--- config.mk ---
export PLATFORM = sky130hd
export DESIGN_NAME = id_stage_pipe
export DESIGN_NICKNAME = d
export VERILOG_FILES = /design/src/rtl/id_stage_pipe.sv
export SDC_FILE = /design/constraint.sdc
export NUM_CORES = 1
export LEC_CHECK = 0
export CAP_MARGIN = 10
export CORE_AREA = 2 2 181 183
export DETAILED_ROUTE_END_ITERATION = 6
export DIE_AREA = 0 0 183 185
export PLACE_DENSITY_LB_ADDON = 0.05
export SLEW_MARGIN = 30
export SYNTH_ARGS = -nofsm -noshare
export SYNTH_HDL_FRONTEND = slang
export SYNTH_SLANG_ARGS = --single-unit
--- constraint.sdc ---
create_clock -name clk -period 2.7 [get_ports clk]
set_input_delay 0.54 -clock clk [delete_from_list [all_inputs] [get_ports clk]]
set_output_delay 0.54 -clock clk [all_outputs]
set_load 0.02 [all_outputs]
--- src/rtl/id_stage_pipe.sv ---
// id_stage_pipe: decode stage of the 16-bit CPU pipeline.
// Holds the 8-entry register file (with write-through), computes immediates
// and the branch target, detects load-use / interlock hazards, generates
// forwarding selects and registers everything into the ID/EX slot.
//
// Handshake: stall_if is a combinational "hold" request to IF. While it is
// high, IF keeps PC and the IF/ID register unchanged and this stage inserts
// a bubble into EX. ex_flush from EX overrides it: the ID instruction is
// squashed and stall_if stays low, so IF moves on to the redirected fetch.
module id_stage_pipe #(
  parameter int DATA_W = 16,
  parameter int PC_W   = 8,
  parameter int CTRL_W = 16,
  parameter int FWD_EN = 1
) (
  input  logic              clk,
  input  logic              rst_n,
  input  logic              if_valid,
  input  logic [15:0]       if_instr,
  input  logic [PC_W-1:0]   if_pc1,
  input  logic [CTRL_W-1:0] id_ctrl,
  input  logic              id_wr_en,
  input  logic              id_is_load,
  input  logic              id_link,
  input  logic              id_use_rn,
  input  logic              id_use_rm,
  input  logic              id_use_rd,
  input  logic              wb_we,
  input  logic [2:0]        wb_reg,
  input  logic [DATA_W-1:0] wb_data,
  input  logic              mem_we,
  input  logic [2:0]        mem_rd,
  input  logic              ex_flush,
  output logic              stall_if,
  output logic              ex_valid,
  output logic [CTRL_W-1:0] ex_ctrl,
  output logic [DATA_W-1:0] ex_rn_data,
  output logic [DATA_W-1:0] ex_rm_data,
  output logic [DATA_W-1:0] ex_rd_data,
  output logic [2:0]        ex_rn,
  output logic [2:0]        ex_rm,
  output logic [2:0]        ex_rd,
  output logic              ex_wr_en,
  output logic              ex_is_load,
  output logic [DATA_W-1:0] ex_sximm8,
  output logic [DATA_W-1:0] ex_sximm5,
  output logic [1:0]        ex_alu_op,
  output logic [1:0]        ex_shift,
  output logic [PC_W-1:0]   ex_pc1,
  output logic [PC_W-1:0]   ex_pc_branch,
  output logic [1:0]        ex_fwd_rn,
  output logic [1:0]        ex_fwd_rm,
  output logic [1:0]        ex_fwd_rd
);

  typedef struct packed {
    logic              valid;
    logic [CTRL_W-1:0] ctrl;
    logic [DATA_W-1:0] rn_data;
    logic [DATA_W-1:0] rm_data;
    logic [DATA_W-1:0] rd_data;
    logic [2:0]        rn;
    logic [2:0]        rm;
    logic [2:0]        rd;
    logic              wr_en;
    logic              is_load;
    logic [DATA_W-1:0] sximm8;
    logic [DATA_W-1:0] sximm5;
    logic [1:0]        alu_op;
    logic [1:0]        shift;
    logic [PC_W-1:0]   pc1;
    logic [PC_W-1:0]   pc_branch;
    logic [1:0]        fwd_rn;
    logic [1:0]        fwd_rm;
    logic [1:0]        fwd_rd;
  } ex_reg_t;

  logic [DATA_W-1:0] rf_q [8];
  logic [DATA_W-1:0] rf_d [8];
  ex_reg_t           ex_q, ex_d;

  logic [2:0]        rn_idx, rm_idx, rd_idx, dest_idx;
  logic [DATA_W-1:0] rn_data, rm_data, rd_data;
  logic [DATA_W-1:0] sximm8, sximm5;
  logic [PC_W-1:0]   pc_branch;
  logic [2:0]        src_idx [3];
  logic [2:0]        src_use;
  logic [2:0]        ex_hit, mem_hit;
  logic [1:0]        fwd_sel [3];
  logic              hazard, stall_raw;

  // Opcode bits are consumed by the control unit, not by this stage.
  logic unused_opcode;
  assign unused_opcode = ^if_instr[15:13];

  assign rn_idx   = if_instr[10:8];
  assign rm_idx   = if_instr[2:0];
  assign rd_idx   = if_instr[7:5];
  assign dest_idx = id_link ? 3'd7 : rd_idx;

  // Write-through: a same-cycle WB write to the read index wins over the array.
  assign rn_data = (wb_we && wb_reg == rn_idx) ? wb_data : rf_q[rn_idx];
  assign rm_data = (wb_we && wb_reg == rm_idx) ? wb_data : rf_q[rm_idx];
  assign rd_data = (wb_we && wb_reg == rd_idx) ? wb_data : rf_q[rd_idx];

  assign sximm8    = DATA_W'($signed(if_instr[7:0]));
  assign sximm5    = DATA_W'($signed(if_instr[4:0]));
  assign pc_branch = if_pc1 + PC_W'($signed(if_instr[7:0]));

  // Register file next state: one write port from WB.
  always_comb begin
    rf_d = rf_q;
    if (wb_we) rf_d[wb_reg] = wb_data;
  end

  // Register file storage, cleared on reset.
  always_ff @(posedge clk or negedge rst_n) begin
    if (!rst_n) begin
      for (int i = 0; i < 8; i++) rf_q[i] <= '0;
    end else begin
      rf_q <= rf_d;
    end
  end

  // Source matching against EX and MEM destinations; hazard and forward selects.
  always_comb begin
    src_idx[0] = rn_idx;
    src_idx[1] = rm_idx;
    src_idx[2] = rd_idx;
    src_use    = {id_use_rd, id_use_rm, id_use_rn};
    ex_hit     = '0;
    mem_hit    = '0;
    for (int i = 0; i < 3; i++) begin
      ex_hit[i]  = src_use[i] & ex_q.valid & ex_q.wr_en & (ex_q.rd == src_idx[i]);
      mem_hit[i] = src_use[i] & mem_we & (mem_rd == src_idx[i]);
      fwd_sel[i] = 2'd0;
      if (FWD_EN != 0) begin
        if (ex_hit[i])       fwd_sel[i] = 2'd1;
        else if (mem_hit[i]) fwd_sel[i] = 2'd2;
      end
    end
    if (FWD_EN != 0) hazard = ex_q.is_load & (|ex_hit);
    else             hazard = (|ex_hit) | (|mem_hit);
  end

  assign stall_raw = if_valid & hazard;
  assign stall_if  = stall_raw & ~ex_flush & rst_n;

  // ID/EX next state: flush or stall insert a bubble, otherwise capture decode.
  always_comb begin
    ex_d = ex_q;
    if (ex_flush || stall_raw) begin
      ex_d.valid   = 1'b0;
      ex_d.wr_en   = 1'b0;
      ex_d.is_load = 1'b0;
      ex_d.ctrl    = '0;
    end else begin
      ex_d.valid     = if_valid;
      ex_d.ctrl      = id_ctrl;
      ex_d.rn_data   = rn_data;
      ex_d.rm_data   = rm_data;
      ex_d.rd_data   = rd_data;
      ex_d.rn        = rn_idx;
      ex_d.rm        = rm_idx;
      ex_d.rd        = dest_idx;
      ex_d.wr_en     = id_wr_en & if_valid;
      ex_d.is_load   = id_is_load & if_valid;
      ex_d.sximm8    = sximm8;
      ex_d.sximm5    = sximm5;
      ex_d.alu_op    = if_instr[12:11];
      ex_d.shift     = if_instr[4:3];
      ex_d.pc1       = if_pc1;
      ex_d.pc_branch = pc_branch;
      ex_d.fwd_rn    = fwd_sel[0];
      ex_d.fwd_rm    = fwd_sel[1];
      ex_d.fwd_rd    = fwd_sel[2];
    end
  end

  // ID/EX pipeline register.
  always_ff @(posedge clk or negedge rst_n) begin
    if (!rst_n) ex_q <= '0;
    else        ex_q <= ex_d;
  end

  assign ex_valid     = ex_q.valid;
  assign ex_ctrl      = ex_q.ctrl;
  assign ex_rn_data   = ex_q.rn_data;
  assign ex_rm_data   = ex_q.rm_data;
  assign ex_rd_data   = ex_q.rd_data;
  assign ex_rn        = ex_q.rn;
  assign ex_rm        = ex_q.rm;
  assign ex_rd        = ex_q.rd;
  assign ex_wr_en     = ex_q.wr_en;
  assign ex_is_load   = ex_q.is_load;
  assign ex_sximm8    = ex_q.sximm8;
  assign ex_sximm5    = ex_q.sximm5;
  assign ex_alu_op    = ex_q.alu_op;
  assign ex_shift     = ex_q.shift;
  assign ex_pc1       = ex_q.pc1;
  assign ex_pc_branch = ex_q.pc_branch;
  assign ex_fwd_rn    = ex_q.fwd_rn;
  assign ex_fwd_rm    = ex_q.fwd_rm;
  assign ex_fwd_rd    = ex_q.fwd_rd;

endmodule
* Yosys cells after proc, flatten, opt, wreduce, memory -nomap -nowiden *
Cells that the tools add are included.

operators by class
  add/subtract/negate cells = 1
  bitwise logic cells = 26
  mux-type cells = 24
  eq/ne operators = 9
  magnitude comparators = 5
  reduce and logical (&&, ||, !) cells = 6

operators by type and width
  kind                  number
  $mux W16              10
  $bmux W16 S3          3
  $bwmux W128           1
  $demux W16 S3         1
  $eq A3 B3 Y1          9
  $and A1 B1 Y1         21
  $mux W17              1
  $ge A4 B4 Y1 const B  4
  $not A3 Y4            4
  $mux W2               7
  $add A8 B8 Y8         1
  $logic_and A1 B1 Y1   4
  $lt A4 B1 Y1 const B  1
  $mux W3               1
  $reduce_or A3 Y1      1
  $logic_or A1 B1 Y1    1
  $not A1 Y1            1

word-level totals
  flip-flop bits (word level) = 243
  output and inout port bits = 135
  logic and storage cells = 98
  input port bits = 74

* Depth between registers and ports, before layout *
Gate-level depths: netlist of run 1.

  depth after elaboration = 8
  gate-level depth with buffers = 9
  gate-level depth less buffers = 7

* Worst setup path after synthesis of run 1 *
Ideal clock, no wire load.

  kind = input to output
  from = input if_instr[1]
  to = output stall_if
  path buffers = 1
  required time = 2.160 ns
  arrival time = 2.094 ns
  stages on the path = 6
  setup slack = 0.066 ns
  cells stage by stage = buf_2 > xor2_1 > or4_4 > nand3_1 > nand2_1 > nor3_1

on the way
  longest elaborated chain between the ends = 7

ends and longest elaborated chain
  item                        RTL line  text
  from (decl)                 19        input logic [15:0] if_instr,
  $eq A3 B3 Y1                134       ex_hit[i] = src_use[i] & ex_q.valid & ex_q.wr_en & (ex_q.rd == src_idx[i]);
  $and A1 B1 Y1               134
  $reduce_or A3 Y1            --
  $and A1 B1 Y1               142       if (FWD_EN != 0) hazard = ex_q.is_load & (|ex_hit);
  $and A1 B1 Y1               146       assign stall_raw = if_valid & hazard;
  $and A1 B1 Y1 (2 in a row)  147       assign stall_if = stall_raw & ~ex_flush & rst_n;
  to (decl)                   34        output logic stall_if,

Every way passes these cells.

* Worst setup path in the final report of run 1 *
  from = input id_use_rm
  to = output stall_if

on the way
  longest elaborated chain between the ends = 8

ends and longest elaborated chain
  item                        RTL line  text
  from (decl)                 26        input logic id_use_rm,
  $and A1 B1 Y1 (3 in a row)  134
  $reduce_or A3 Y1            --
  $and A1 B1 Y1               142
  $and A1 B1 Y1               146
  $and A1 B1 Y1 (2 in a row)  147

Every way passes these cells.

==> flow_summary.toml, run 1 <==
[die]
die_w_um = 183
floorplan.core_area_mm2 = 0.0320
start_util = 0.395
rows = 66
top_level_ports = 209
design.die.area_mm2 = 0.0339
chipHeight_um = 185

[sta]
final.period_utilization = 1.00
worst-slew-pin-transition_ps = 834
hold_viol = 0
grt_setup_unrepaired = "yes"
slew_violations = 0
max_freq_mhz = 369
slew_headroom = 0.444
worst_hold_slack_ps = 66.7
skew_ps = 15.5
timing.final.crit_period_ps = 2710
report.final.setup_viol = 1
timing.final.ws_setup_ps = -10.7

[routing]
first_pass_iteration_count_of_the_detailed_router = 6
drt_wl_total_um = 35300
via_per_inst = 5.40
avgRoutedWirePerCell_um = 22.1
num_vias = 8626
drc_errors = 0
drt_iter0_drc = 424
detail-route-antenna-nets = 0

[global_routing]
grt_antenna_before_repair = 2
grt_max_degree = 121
gr-total-overflow = 0
grt_first_pass_wirelength_um = 54500
vias_in_the_first_global_route = 8903
globalRouteTotalUtil = 0.212

[worst_setup_path]
crit_fanout = 2
cp-startpoint = "id_use_rm"
r2r-start = "ex_rd[1]"
cp-end-kind = "output port"
worst_r2r_endpoint = "ex_rm_data[8]"
arrival_ps = 2170
cpPeakStageDelay_ps = 570
worst-endpoint-required_ps = 2160
worst_setup_path_start_kind = "input pin"
timing.critical_path.cells = "clkdlybuf4s50_1 > nand3_1 > or4_4 > nand3_4 > nand2_2 > nor3_2 > buf_4"
worstRegToRegCells = 7
timing_worst_setup_path_type = "input pin to output port"
endpoint = "stall_if"
timing.critical_path.slowest_stage_cell = "sky130_fd_sc_hd__or4_4"
r2r_setup_slack_ps = 460

[place]
port-buffer-count = 205
place_hpwl_um = 22300
place_congestion = 0.753
post-place-cells = 1543
dp_worst_setup_slack_ps = -610

[clock_network]
worst_skew_pair.late_latency_ps = 550
cts_root_buffer = "sky130_fd_sc_hd__clkbuf_16"
cts.reportedPaths.clkPinSlew_ps = 60
cts.sinks = 233
cts-root-to-sink-buffers = 3
cts_htree_levels = 1
tritoncts = "built"
cts_buffers = 29

[flow_run]
maxCapViolations = 0

[pwr]
power.ir.vdd_worst_v = 0.000477
total_leakage_power_nw = 6.76
p_total_mw = 11.9
power-per-cell-area_mw_per_mm2 = 734

[synthesis]
synth-seq-cells = 233
ys_top_cells_by_count = "sky130_fd_sc_hd__dfrtp_1 (233), sky130_fd_sc_hd__mux2_2 (128), sky130_fd_sc_hd__nand2_1 (113)"
synthesized_area_mm2 = 0.0127
synth-seq-area-share = 0.461
yosysMostFrequentCell = "sky130_fd_sc_hd__dfrtp_1"
synthTopCellsByArea = "sky130_fd_sc_hd__dfrtp_1 (46%), sky130_fd_sc_hd__mux4_2 (17%), sky130_fd_sc_hd__mux2_2 (11%), sky130_fd_sc_hd__o21ai_0 (4.2%), sky130_fd_sc_hd__mux2i_1 (3.8%)"
synth_top_area_frac = 0.461
count_of_mapped_cells_out_of_synthesis = 983
synth_edf_count = 0
synth_warnings = 0
synth_area_per_cell_um2 = 12.9
mappedNetlistNets = 1065
synth.lib_cells_used.distinct = 39
netlist.top_cell.by_area = "sky130_fd_sc_hd__dfrtp_1"
postSynth.asyncResetShare = 1.00
synthFlopType = "sky130_fd_sc_hd__dfrtp_1"

[finish]
final_layout_size_suffix_gt1_frac = 0.297
fin_cells = 1597
total_nets_final = 1251
area_delta_synth_final_pct = 28.3
final_core_utilization = 0.507

[hold_path]
worst_hold_path_type = "input pin to async pin"

[outcome]
violations_in_the_final_reports = "setup timing"
outcome = "complete, but fails checks"
==> layer usage <==
metal	wire (µm)	global-route usage	part of all wire	up-vias
li1	-	-	-	3944
met1	15800	0.290	0.45	4409
met2	17000	0.357	0.48	231
met3	1960	0.0370	0.056	40
met4	487	0.0448	0.014	2
met5	13	0	0.00037	-
==> worst min-delay path by stage <==
stage                     end  slack, ps
3_5_place_dp    ex_rn_data[1]        470
3_3_place_gp     ex_fwd_rn[0]        460
6_report       ex_rd_data[15]         70
2_1_floorplan    ex_alu_op[0]        240
4_1_cts        ex_rd_data[15]        140
5_1_grt        ex_rd_data[15]        140
==> sequential cells by signal, summed over array words and instances, names as in the netlist, 3 cells and up <==
register	flops
ex_ctrl	16
ex_pc1	8
ex_pc_branch	8
ex_rd	3
ex_rd_data	16
ex_rm_data	16
ex_rn	3
ex_rn_data	16
ex_sximm8	6
rf_q	128
==> final cells by class <==
cell class	count	area, µm²
clock buffers	41	851
well taps	408	510
diodes	1	2.50
inverters	3	11.3
fillers	2846	15800
flip-flops and latches	233	5830
clock inverters	9	100
repair buffers	269	2690
multi-input cells	633	6240
==> per-stage QoR <==
| stage | setup TNS [ps] | cell area, µm² |
|---|---|---|
| 6_report | -10.7 | 16200 |
| 3_5_place_dp | -6570 | 15200 |
| 3_3_place_gp | -6490 | 15200 |
| 5_1_grt | -108 | 16200 |
| 4_1_cts | -44.3 | 16200 |
| 2_1_floorplan | 0 | 12700 |
==> power breakdown <==
| part | internal, mW | leakage [nW] | switching (mW) | total [mW] |
|---|---|---|---|---|
| clock network | 2.36 | 0.468 | 1.47 | 3.83 |
| registers | 4.20 | 2.83 | 0.528 | 4.72 |
| logic | 1.90 | 3.46 | 1.47 | 3.36 |
==> repair_timing <==
action | in CTS | in global routing
gates resized for setup | 12 | 0
setup endpoints to repair | 1 | 1
pin swaps | 3 | 2
hold buffers | 0 | 0
setup buffers | 2 | 1
==> cells in the final DEF, fill, tap and decap left out, drive strengths merged, types with 5 or more instances in the layout <==
master	synthesis	layout
nor3	5	5
xor2	8	8
and3	5	5
dfrtp	233	233
buf	66	72
xnor2	24	24
nor2	5	5
nand4	8	8
o21ai	111	111
mux2i	48	48
ha	7	7
mux2	151	151
clkbuf	48	41
clkdlybuf4s50	0	196
and2	18	18
nand2	113	113
a21oi	6	6
clkinv	0	5
mux4	96	96
==> logic make-up after synthesis <==
logic type                 Yosys count  synth area share
AOI/OAI and AO/OA                  126            0.0527
DFF                                233             0.461
adders and majority gates            8           0.00850
and+or+nand+nor                    172            0.0639
xor gates and xnor gates            32            0.0221
buffers and inverters              117            0.0491
muxes                              295             0.343
==> critical path: cells and delay by family <==
family	cells	cell delay [ps]
AND/OR/NAND/NOR	5	980
buffers and inverters	2	650
No activity file was read; power rests on OpenSTA's default activity.
==> inputs of run 2 (changes only) <==
--- a/config.mk
+++ b/config.mk
@@ -6,9 +6,9 @@
 export NUM_CORES = 1
 export LEC_CHECK = 0
 export CAP_MARGIN = 10
-export CORE_AREA = 2 2 181 183
+export CORE_AREA = 2 2 154 216
 export DETAILED_ROUTE_END_ITERATION = 6
-export DIE_AREA = 0 0 183 185
+export DIE_AREA = 0 0 156 218
 export PLACE_DENSITY_LB_ADDON = 0.05
 export SLEW_MARGIN = 30
 export SYNTH_ARGS = -nofsm -noshare
==> constraint.sdc (replaced) <==
create_clock -name clk -period 3.4 [get_ports clk]
set_input_delay 0.68 -clock clk [delete_from_list [all_inputs] [get_ports clk]]
set_output_delay 0.68 -clock clk [all_outputs]
set_load 0.02 [all_outputs]
==> run 2 against run 1 <==
  * The flow now finishes without violations
  * Clock power shrank 26%
  * Worst hold slack gained 410 ps
  * Combinational power shrank 22%
  * Largest power group unchanged
==> flow_summary.toml, run 2 (same netlist as run 1, synthesis figures left out) <==
[finish]
number_of_flip_flops_under_the_largest_register_name = 128
final_cell_mix = "sky130_fd_sc_hd__dfrtp_1 (233), sky130_fd_sc_hd__clkdlybuf4s50_1 (197), sky130_fd_sc_hd__mux2_2 (128)"
area_delta_synth_final_pct = 24.5
leading_cell_type_in_the_layout_fill_and_taps_excluded = "sky130_fd_sc_hd__dfrtp_1"
fin_cells = 1559
final_layout_size_suffix_gt1_frac = 0.273
top_register = "rf_q"
final_core_utilization = 0.491
total_nets_final = 1221

[sta]
max_freq_mhz = 303
worst_hold_slack_ps = 475
hold_viol = 0
grt_setup_unrepaired = "no"
timing.final.ws_setup_ps = 101
skew_ps = 21.7
timing.final.crit_period_ps = 3300
worst-slew-pin-transition_ps = 845
slew_violations = 0
slew_headroom = 0.437
final.period_utilization = 0.970
report.final.setup_viol = 0

[flow_run]
maxCapViolations = 0

[place]
place_congestion = 0.755
place_hpwl_um = 21900
post-place-cells = 1511
port-buffer-count = 205
dp_worst_setup_slack_ps = -201

[routing]
via_per_inst = 5.39
drt_wl_total_um = 35200
num_vias = 8409
avgRoutedWirePerCell_um = 22.6
drc_errors = 0
detail-route-antenna-nets = 0
first_pass_iteration_count_of_the_detailed_router = 4
drt_iter0_drc = 332

[hold_path]
worst_hold_path_type = "flop to flop"

[die]
start_util = 0.394
floorplan.core_area_mm2 = 0.0321
die_w_um = 156
chipHeight_um = 218
design.die.area_mm2 = 0.0340
rows = 78
top_level_ports = 209

[pwr]
p_switching_mw = 2.72
power-per-cell-area_mw_per_mm2 = 584
internal_power_mw = 6.49
p_sw_frac = 0.296
p_seq_frac = 0.408
total_leakage_power_nw = 6.53
power.ir.vdd_worst_v = 0.000369
p_comb_frac = 0.283
power.clock.fraction = 0.309
p_total_mw = 9.21

[worst_setup_path]
crit_fanout = 2
cpPeakStageDelay_ps = 550
arrival_ps = 2620
timing.critical_path.slowest_stage_cell = "sky130_fd_sc_hd__or4_4"
timing_worst_setup_path_type = "input pin to output port"
worst_setup_path_start_kind = "input pin"
r2r_setup_slack_ps = 950
timing.critical_path.cells = "clkdlybuf4s50_1 > xor2_1 > or4_4 > nand3_1 > nand2_1 > nor3_1 > clkdlybuf4s15_1"
worst-endpoint-required_ps = 2720
cp-end-kind = "output port"

[global_routing]
grt_first_pass_wirelength_um = 54400
grt_max_degree = 71
vias_in_the_first_global_route = 8918
grt_antenna_before_repair = 1
globalRouteTotalUtil = 0.212
gr-total-overflow = 0

[clock_network]
cts.reportedPaths.clkPinSlew_ps = 60
tritoncts = "built"
cts-root-to-sink-buffers = 3
cts.sinks = 233
cts_htree_levels = 1
worst_skew_pair.late_latency_ps = 550
post-cts-setup-buffer-count = 0
cts_root_buffer = "sky130_fd_sc_hd__clkbuf_16"
cts_buffers = 25

[outcome]
outcome = "finished, final reports clean"
[run 2: cell types whose count changed in the layout (fill, tap and decap cells not counted), sizes merged, moves of 2 or more]
cell	change
inv	+2
clkinvlp	-2
buf	-28
clkbuf	-6
[run 2: area by class of cell]
class / instances / area [µm²]
Inverter: 3 / 11.3
Antenna cell: 1 / 2.50
Sequential cell: 233 / 5830
Timing Repair Buffer: 243 / 2360
Fill cell: 2907 / 16300
Clock buffer: 35 / 713
Tap cell: 400 / 500
Clock inverter: 11 / 138
Multi-Input combinational cell: 633 / 6210
[run 2: what timing repair did]
item / 4_1_cts / 5_1_grt
hold buffers: 1 / 0
setup endpoints to repair: 1 / 1
endpoints found under the hold margin: 3 / 0
pin swaps: 0 / 0
resized for setup: 1 / 1
[run 2: worst paths after layout]
path	endpoint	depth (start not counted)	startpoint
hold reg to reg	ex_pc_branch[6]	1	ex_pc_branch[6]
hold / removal	ex_pc_branch[6]	1	ex_pc_branch[6]
max in group asynchronous	ex_rn_data[15]	4	rst_n
setup / recovery	stall_if	7	if_instr[2]
setup reg to reg	ex_rm_data[9]	7	ex_rd[0]
min in group asynchronous	rf_q[49]	2	rst_n
[run 2: metal layers]
layer	GRT usage	up-vias	wire length, µm
li1	-	3890	-
met4	0.0437	2	509
met5	0	-	13
met1	0.277	4296	15200
met2	0.378	188	18100
met3	0.0276	33	1430
[run 2: stage by stage]
| step | TNS [ps] | area (µm²) |
|---|---|---|
| global route | 0 | 15800 |
| CTS | 0 | 15800 |
| global placement | -196 | 14900 |
| finish | 0 | 15800 |
| detailed placement | -201 | 14900 |
| floorplan | 0 | 12700 |
[run 2: power groups by stage]
stage               clock network [mW]  logic [mW]  registers [mW]
floorplan                            0        1.46            3.97
finish                            2.84        2.61            3.75
CTS                               2.93        2.66            3.75
global placement                     0        2.62            3.77
detailed placement                   0        2.65            3.80
global route                      3.05        2.84            3.84
[run 2: worst max-delay path: cells and delay by family]
family | cells | cell delay [ps]
buffers and inverters | 2 | 800
XOR/XNOR | 1 | 180
AND/OR/NAND/NOR | 4 | 960
